<file path="config.mk">
export PLATFORM = sky130hd
export DESIGN_NAME = bus_arbiter_rr
export DESIGN_NICKNAME = d
export VERILOG_FILES = /design/src/rtl/bus_arbiter_rr.sv
export SDC_FILE = /design/constraint.sdc
export NUM_CORES = 1
export LEC_CHECK = 0
export BUFFER_PORTS_ARGS = -buffer_cell sky130_fd_sc_hd__buf_4
export CELL_PAD_IN_SITES_DETAIL_PLACEMENT = 2
export CELL_PAD_IN_SITES_GLOBAL_PLACEMENT = 2
export CORE_ASPECT_RATIO = 0.5
export CORE_MARGIN = 10
export CORE_UTILIZATION = 37
export DETAILED_ROUTE_END_ITERATION = 7
export PLACE_DENSITY_LB_ADDON = 0.3
export SETUP_SLACK_MARGIN = 0.05
export SLEW_MARGIN = 40
export SYNTH_ARGS = -nofsm -noshare
export SYNTH_HDL_FRONTEND = slang
export SYNTH_SLANG_ARGS = --single-unit
</file>
<file path="constraint.sdc">
create_clock -name clk -period 2.5 [get_ports clk]
set_input_delay 0.125 -clock clk [delete_from_list [all_inputs] [get_ports clk]]
set_output_delay 0.125 -clock clk [all_outputs]
set_load 0.01 [all_outputs]
</file>
<file path="src/rtl/bus_arbiter_rr.sv">
// N-master bus arbiter: grants one master per bus cycle, strobes the target, aborts stalled cycles.
// Optional rotating priority enabled by defining ARB_ROUND_ROBIN_EN (default: fixed priority, bit 0 highest).
module bus_arbiter_rr #(
   parameter int  N_MASTERS    = 4,
   parameter int  TIMEOUT_CLKS = 10,
   localparam int ID_W         = $clog2(N_MASTERS)
) (
   input  logic                 clk,
   input  logic                 rst,
   input  logic [N_MASTERS-1:0] barq_i,
   output logic [N_MASTERS-1:0] bagd_o,
   output logic [ID_W-1:0]      grant_id_o,
   output logic                 target_ready_o,
   input  logic                 address_valid_i,
   output logic                 data_strobe_o,
   output logic                 error_o,
   output logic [ID_W-1:0]      error_id_o
);

   // state    | meaning
   // S_IDLE   | no owner; next requesting edge picks a winner
   // S_GRANT  | master owns bus; waiting for address_valid_i edge or watchdog
   // S_STROBE | data strobe asserted; grant dropped on the following edge
   typedef enum logic [1:0] {S_IDLE, S_GRANT, S_STROBE} state_t;

   state_t                 state_q;
   logic [N_MASTERS-1:0]   bagd_q;
   logic [ID_W-1:0]        gid_q;
   logic                   rdy_q;
   logic [2:0]             v_q;
   logic                   stb_q;
   logic                   err_q;
   logic [ID_W-1:0]        eid_q;
   logic [15:0]            cnt_q;
   logic                   win_vld_d;
   logic [ID_W-1:0]        win_idx_d;

`ifdef ARB_ROUND_ROBIN_EN
   logic [ID_W-1:0]        ptr_q;
   logic                   found_d;
   int                     rr_k;

   always_comb begin
      win_vld_d = |barq_i;
      win_idx_d = '0;
      found_d   = 1'b0;
      rr_k      = 0;
      for (int i = 0; i < N_MASTERS; i++) begin
         rr_k = (int'(ptr_q) + i) % N_MASTERS;
         if (!found_d && barq_i[rr_k]) begin
            found_d   = 1'b1;
            win_idx_d = ID_W'(rr_k);
         end
      end
   end
`else
   // Scan downwards so the lowest requesting index is the last (winning) assignment.
   always_comb begin
      win_vld_d = |barq_i;
      win_idx_d = '0;
      for (int i = N_MASTERS - 1; i >= 0; i--) begin
         if (barq_i[i]) win_idx_d = ID_W'(i);
      end
   end
`endif

   always_ff @(posedge clk or posedge rst) begin
      if (rst) begin
         state_q <= S_IDLE;
         bagd_q  <= '0;
         gid_q   <= '0;
         rdy_q   <= 1'b0;
         v_q     <= '0;
         stb_q   <= 1'b0;
         err_q   <= 1'b0;
         eid_q   <= '0;
         cnt_q   <= '0;
`ifdef ARB_ROUND_ROBIN_EN
         ptr_q   <= '0;
`endif
      end else begin
         err_q <= 1'b0;
         case (state_q)
            S_IDLE: begin
               if (win_vld_d) begin
                  bagd_q  <= N_MASTERS'(1) << win_idx_d;
                  gid_q   <= win_idx_d;
                  cnt_q   <= '0;
                  state_q <= S_GRANT;
               end
            end
            S_GRANT: begin
               rdy_q <= 1'b1;
               cnt_q <= cnt_q + 16'd1;
               v_q   <= {v_q[1:0], rdy_q & address_valid_i};
               // Strobe takes precedence over a coincident watchdog expiry.
               if (v_q[1] & ~v_q[2]) begin
                  stb_q   <= 1'b1;
                  state_q <= S_STROBE;
               end else if (cnt_q == 16'(TIMEOUT_CLKS)) begin
                  bagd_q  <= '0;
                  gid_q   <= '0;
                  rdy_q   <= 1'b0;
                  v_q     <= '0;
                  cnt_q   <= '0;
                  err_q   <= 1'b1;
                  eid_q   <= gid_q;
`ifdef ARB_ROUND_ROBIN_EN
                  ptr_q   <= (gid_q == ID_W'(N_MASTERS - 1)) ? '0 : gid_q + 1'b1;
`endif
                  state_q <= S_IDLE;
               end
            end
            S_STROBE: begin
               bagd_q  <= '0;
               gid_q   <= '0;
               rdy_q   <= 1'b0;
               v_q     <= '0;
               stb_q   <= 1'b0;
               cnt_q   <= '0;
`ifdef ARB_ROUND_ROBIN_EN
               ptr_q   <= (gid_q == ID_W'(N_MASTERS - 1)) ? '0 : gid_q + 1'b1;
`endif
               state_q <= S_IDLE;
            end
            default: state_q <= S_IDLE;
         endcase
      end
   end

   assign bagd_o         = bagd_q;
   assign grant_id_o     = gid_q;
   assign target_ready_o = rdy_q;
   assign data_strobe_o  = stb_q;
   assign error_o        = err_q;
   assign error_id_o     = eid_q;

endmodule

</file>
==> impl_metrics.ini <==
[run_status]
outcome = finished clean

[floorplanning]
design.die.area_mm2 = 0.00810
coreArea_mm2 = 0.00451
initial_core_util_pct = 39.1
fp.dieH_um = 68.8
design.portCount = 18
row_count = 17
die_w_um = 118

[setup_path]
crit_type = flop to flop
setup.worst_path.end_class = flop
critical_path.max_fanout = 20
critical_path_arrival_ns = 2.45
max_stage_delay_ns = 0.43
path_delay_family = simple AND/OR/NAND/NOR gates
cp.required_ns = 2.67
critical_path_cell_by_cell = inv_1, ha_1, nor4b_4, nand4_4, a211oi_2, buf_4, mux2_2
critPathSlowestCell = dfrtp_1
cp-start-kind = flop
timing.critical_path.buf_inv = 2

[timing]
maxClockFrequency_ghz = 0.439
tightestPinTransition_ns = 0.475
drv_slew = 0
final.setup.tns_ns = 0
finalClockSkew_ns = 0.00593
report.final.hold_viol_count = 0
timing.max_slew.rel_slack_pct = 67.5
min_period_over_period_pct = 91.0
rsz_0062_raised_after_global_routing = false
post-route-min-period_ns = 2.28
setup_viol = 0

[final_layout]
nFillCells = 499
sequential_cell_area_um2 = 801
drive_above_1_share_pct = 23.4
syn2layout_area_growth_pct = 17.7
final_net_count = 209
antenna_cells_inserted = 0
multi_input_comb_area_um2 = 885

[clocking]
clock-root-buffer = clkbuf_8
clock_network_latency_to_the_later_pin_of_the_worst_skew_pair_ns = 0.29
clock-sinks = 32
tritoncts = built
clkTransAtPathRegs_ns = 0.07
htree_num_levels = 2
cts_buffer_count = 5
post_cts.repair.setup_buffers = 0
max-clock-path-buffers = 2

[yosys]
synth.top_cells.by_count = 32 x dfrtp_1, 13 x a21oi_1, 13 x inv_1, 12 x nand2_1, 12 x nor2_1
synth_top_area_share_pct = 45.4
synth_largest_area_cell = dfrtp_1
synthesis.yosys.warnings = 0
seq_area_frac_synth_pct = 45.4
synth_most_common_cell = dfrtp_1
mappedNetlistArea_mm2 = 0.00176
ys_async_sr_fraction_pct = 100
avgSynthCellArea_um2 = 10.3
post_synth_edffs = 0
ys_seq_elements = 32
synth_cells = 171
synth_cell_type_count = 42
ys_top_cells_by_area = dfrtp_1 45%, ha_1 4.3%, a21oi_1 3.7%, mux2_4 3.4%, o21ai_0 2.8%
post_synth_net_total = 184
ys_dominant_reg_cell = dfrtp_1

[grt]
grt.overflow.total = 0
track_usage_pct = 12.8
first_global_vias = 1608
grt_start_max_net_pins = 33
first_pass_grt_wire_length_mm = 8.34
antenna_found_initial = 0

[worst_hold_path]
hold_class = input pin to flop

[routing]
detail_route.wl_per_cell_um = 18.2
post-route-drc-count = 0
first_pass_iteration_count_of_the_detailed_router = 4
vias_per_cell = 5.38
via_count = 1416
initialDrtViolationCount = 42
drtAntennaViolNets = 0
routed_wl_mm = 4.80

[power_and_ir_drop]
ir_worst_vdd_uv = 506
power_density_mw_per_mm2 = 975
leakagePower_nw = 0.877
post-layout-total-power_mw = 2.03

[placed_design]
port_buffers = 17
dpl.hpwl_mm = 3.46
gp_congestion = 0.774

[job]
max-cap-violations = 0
[path summary, 6_finish.rpt]
check,cells after the start,startpoint,to,slack [ns]
max,7,cnt_q[0],grant_id_o[0],0.22
min,3,address_valid_i,v_q[0],0.12
max reg2reg,7,cnt_q[0],grant_id_o[0],0.22
min reg2reg,1,data_strobe_o,data_strobe_o,0.50
max in group asynchronous,4,rst,error_id_o[0],1.69
min in group asynchronous,4,rst,cnt_q[8],0.50
[state kept, by name, indices dropped and copies added, names as in the netlist]
name and count:
bagd_o 4, cnt_q 16, data_strobe_o 1, error_id_o 2
error_o 1, grant_id_o 2, state_q 2, target_ready_o 1
v_q 3
[cells by family (layout without fill, tap and decap cells)]
| family | Yosys count | in the layout | share of synthesized area [%] |
|---|---|---|---|
| DFF | 32 | 32 | 45.4 |
| muxes | 8 | 8 | 5.89 |
| buffers and inverters | 17 | 43 | 4.47 |
| and+or+nand+nor | 60 | 60 | 21.7 |
| AOI/OAI and AO/OA | 44 | 44 | 16.3 |
| adders and majority gates | 6 | 6 | 4.26 |
| xor gates and xnor gates | 4 | 4 | 1.99 |
[worst reg2reg max path, delay by kind of cell (launching register included)]
kind                       cells  cell delay [ns]
AOI/OAI and AO/OA              1             0.30
adders and majority gates      1             0.17
buffers and inverters          2             0.41
and+or+nand+nor                2             0.48
muxes                          1             0.38
DFF                            1             0.43
[power by group]
group / total [mW] / switching (mW) / internal, mW
logic: 0.880 / 0.506 / 0.375
registers: 0.723 / 0.0948 / 0.629
clock network: 0.422 / 0.202 / 0.220
total: 2.03 / 0.803 / 1.22
[layer usage]
metal	up-vias	track usage [%]	share of wire [%]
met1	721	13.8	44
met5	-	0	0
met4	0	4.13	1.1
met3	8	3.40	3.9
li1	665	-	-
met2	22	24.9	51
[stage by stage]
| step | hold slack, ns | utilization (%) | instance area (um^2) | cells | setup slack, ns |
|---|---|---|---|---|---|
| CTS | 0.120 | 46.1 | 2080 | 263 | 0.184 |
| global route | 0.150 | 46.1 | 2080 | 263 | 0.0993 |
| detailed placement | 0.262 | 43.8 | 1970 | 254 | 0.217 |
| floorplan | 0.241 | - | 1760 | 171 | 0.595 |
| finish | 0.121 | 46.1 | 2080 | 263 | 0.224 |
| global placement | 0.245 | 43.8 | 1970 | 254 | 0.378 |
[cells in the final DEF (no fill, tap or decap), drive strengths merged, types with 4 or more instances in the layout]
master / count
a211oi: 5
a21oi: 13
buf: 21
clkbuf: 6
dfrtp: 32
ha: 6
inv: 13
mux2: 7
nand2: 12
nand3: 6
nand4: 4
nor2: 12
o21ai: 10
or3: 7
xnor2: 4
[final cells by class]
class / count / area share (%)
multi-input cells: 122 / 42.6
well taps: 66 / 3.98
repair buffers: 22 / 8.07
clock inverters: 2 / 0.482
flip-flops and latches: 32 / 38.6
clock buffers: 6 / 3.98
inverters: 13 / 2.35
[timing repair]
action                    CTS  global route
hold endpoints to repair   32             0
resized for setup           0             0
hold buffers                1             0
(Power assumes the default switching activity.)
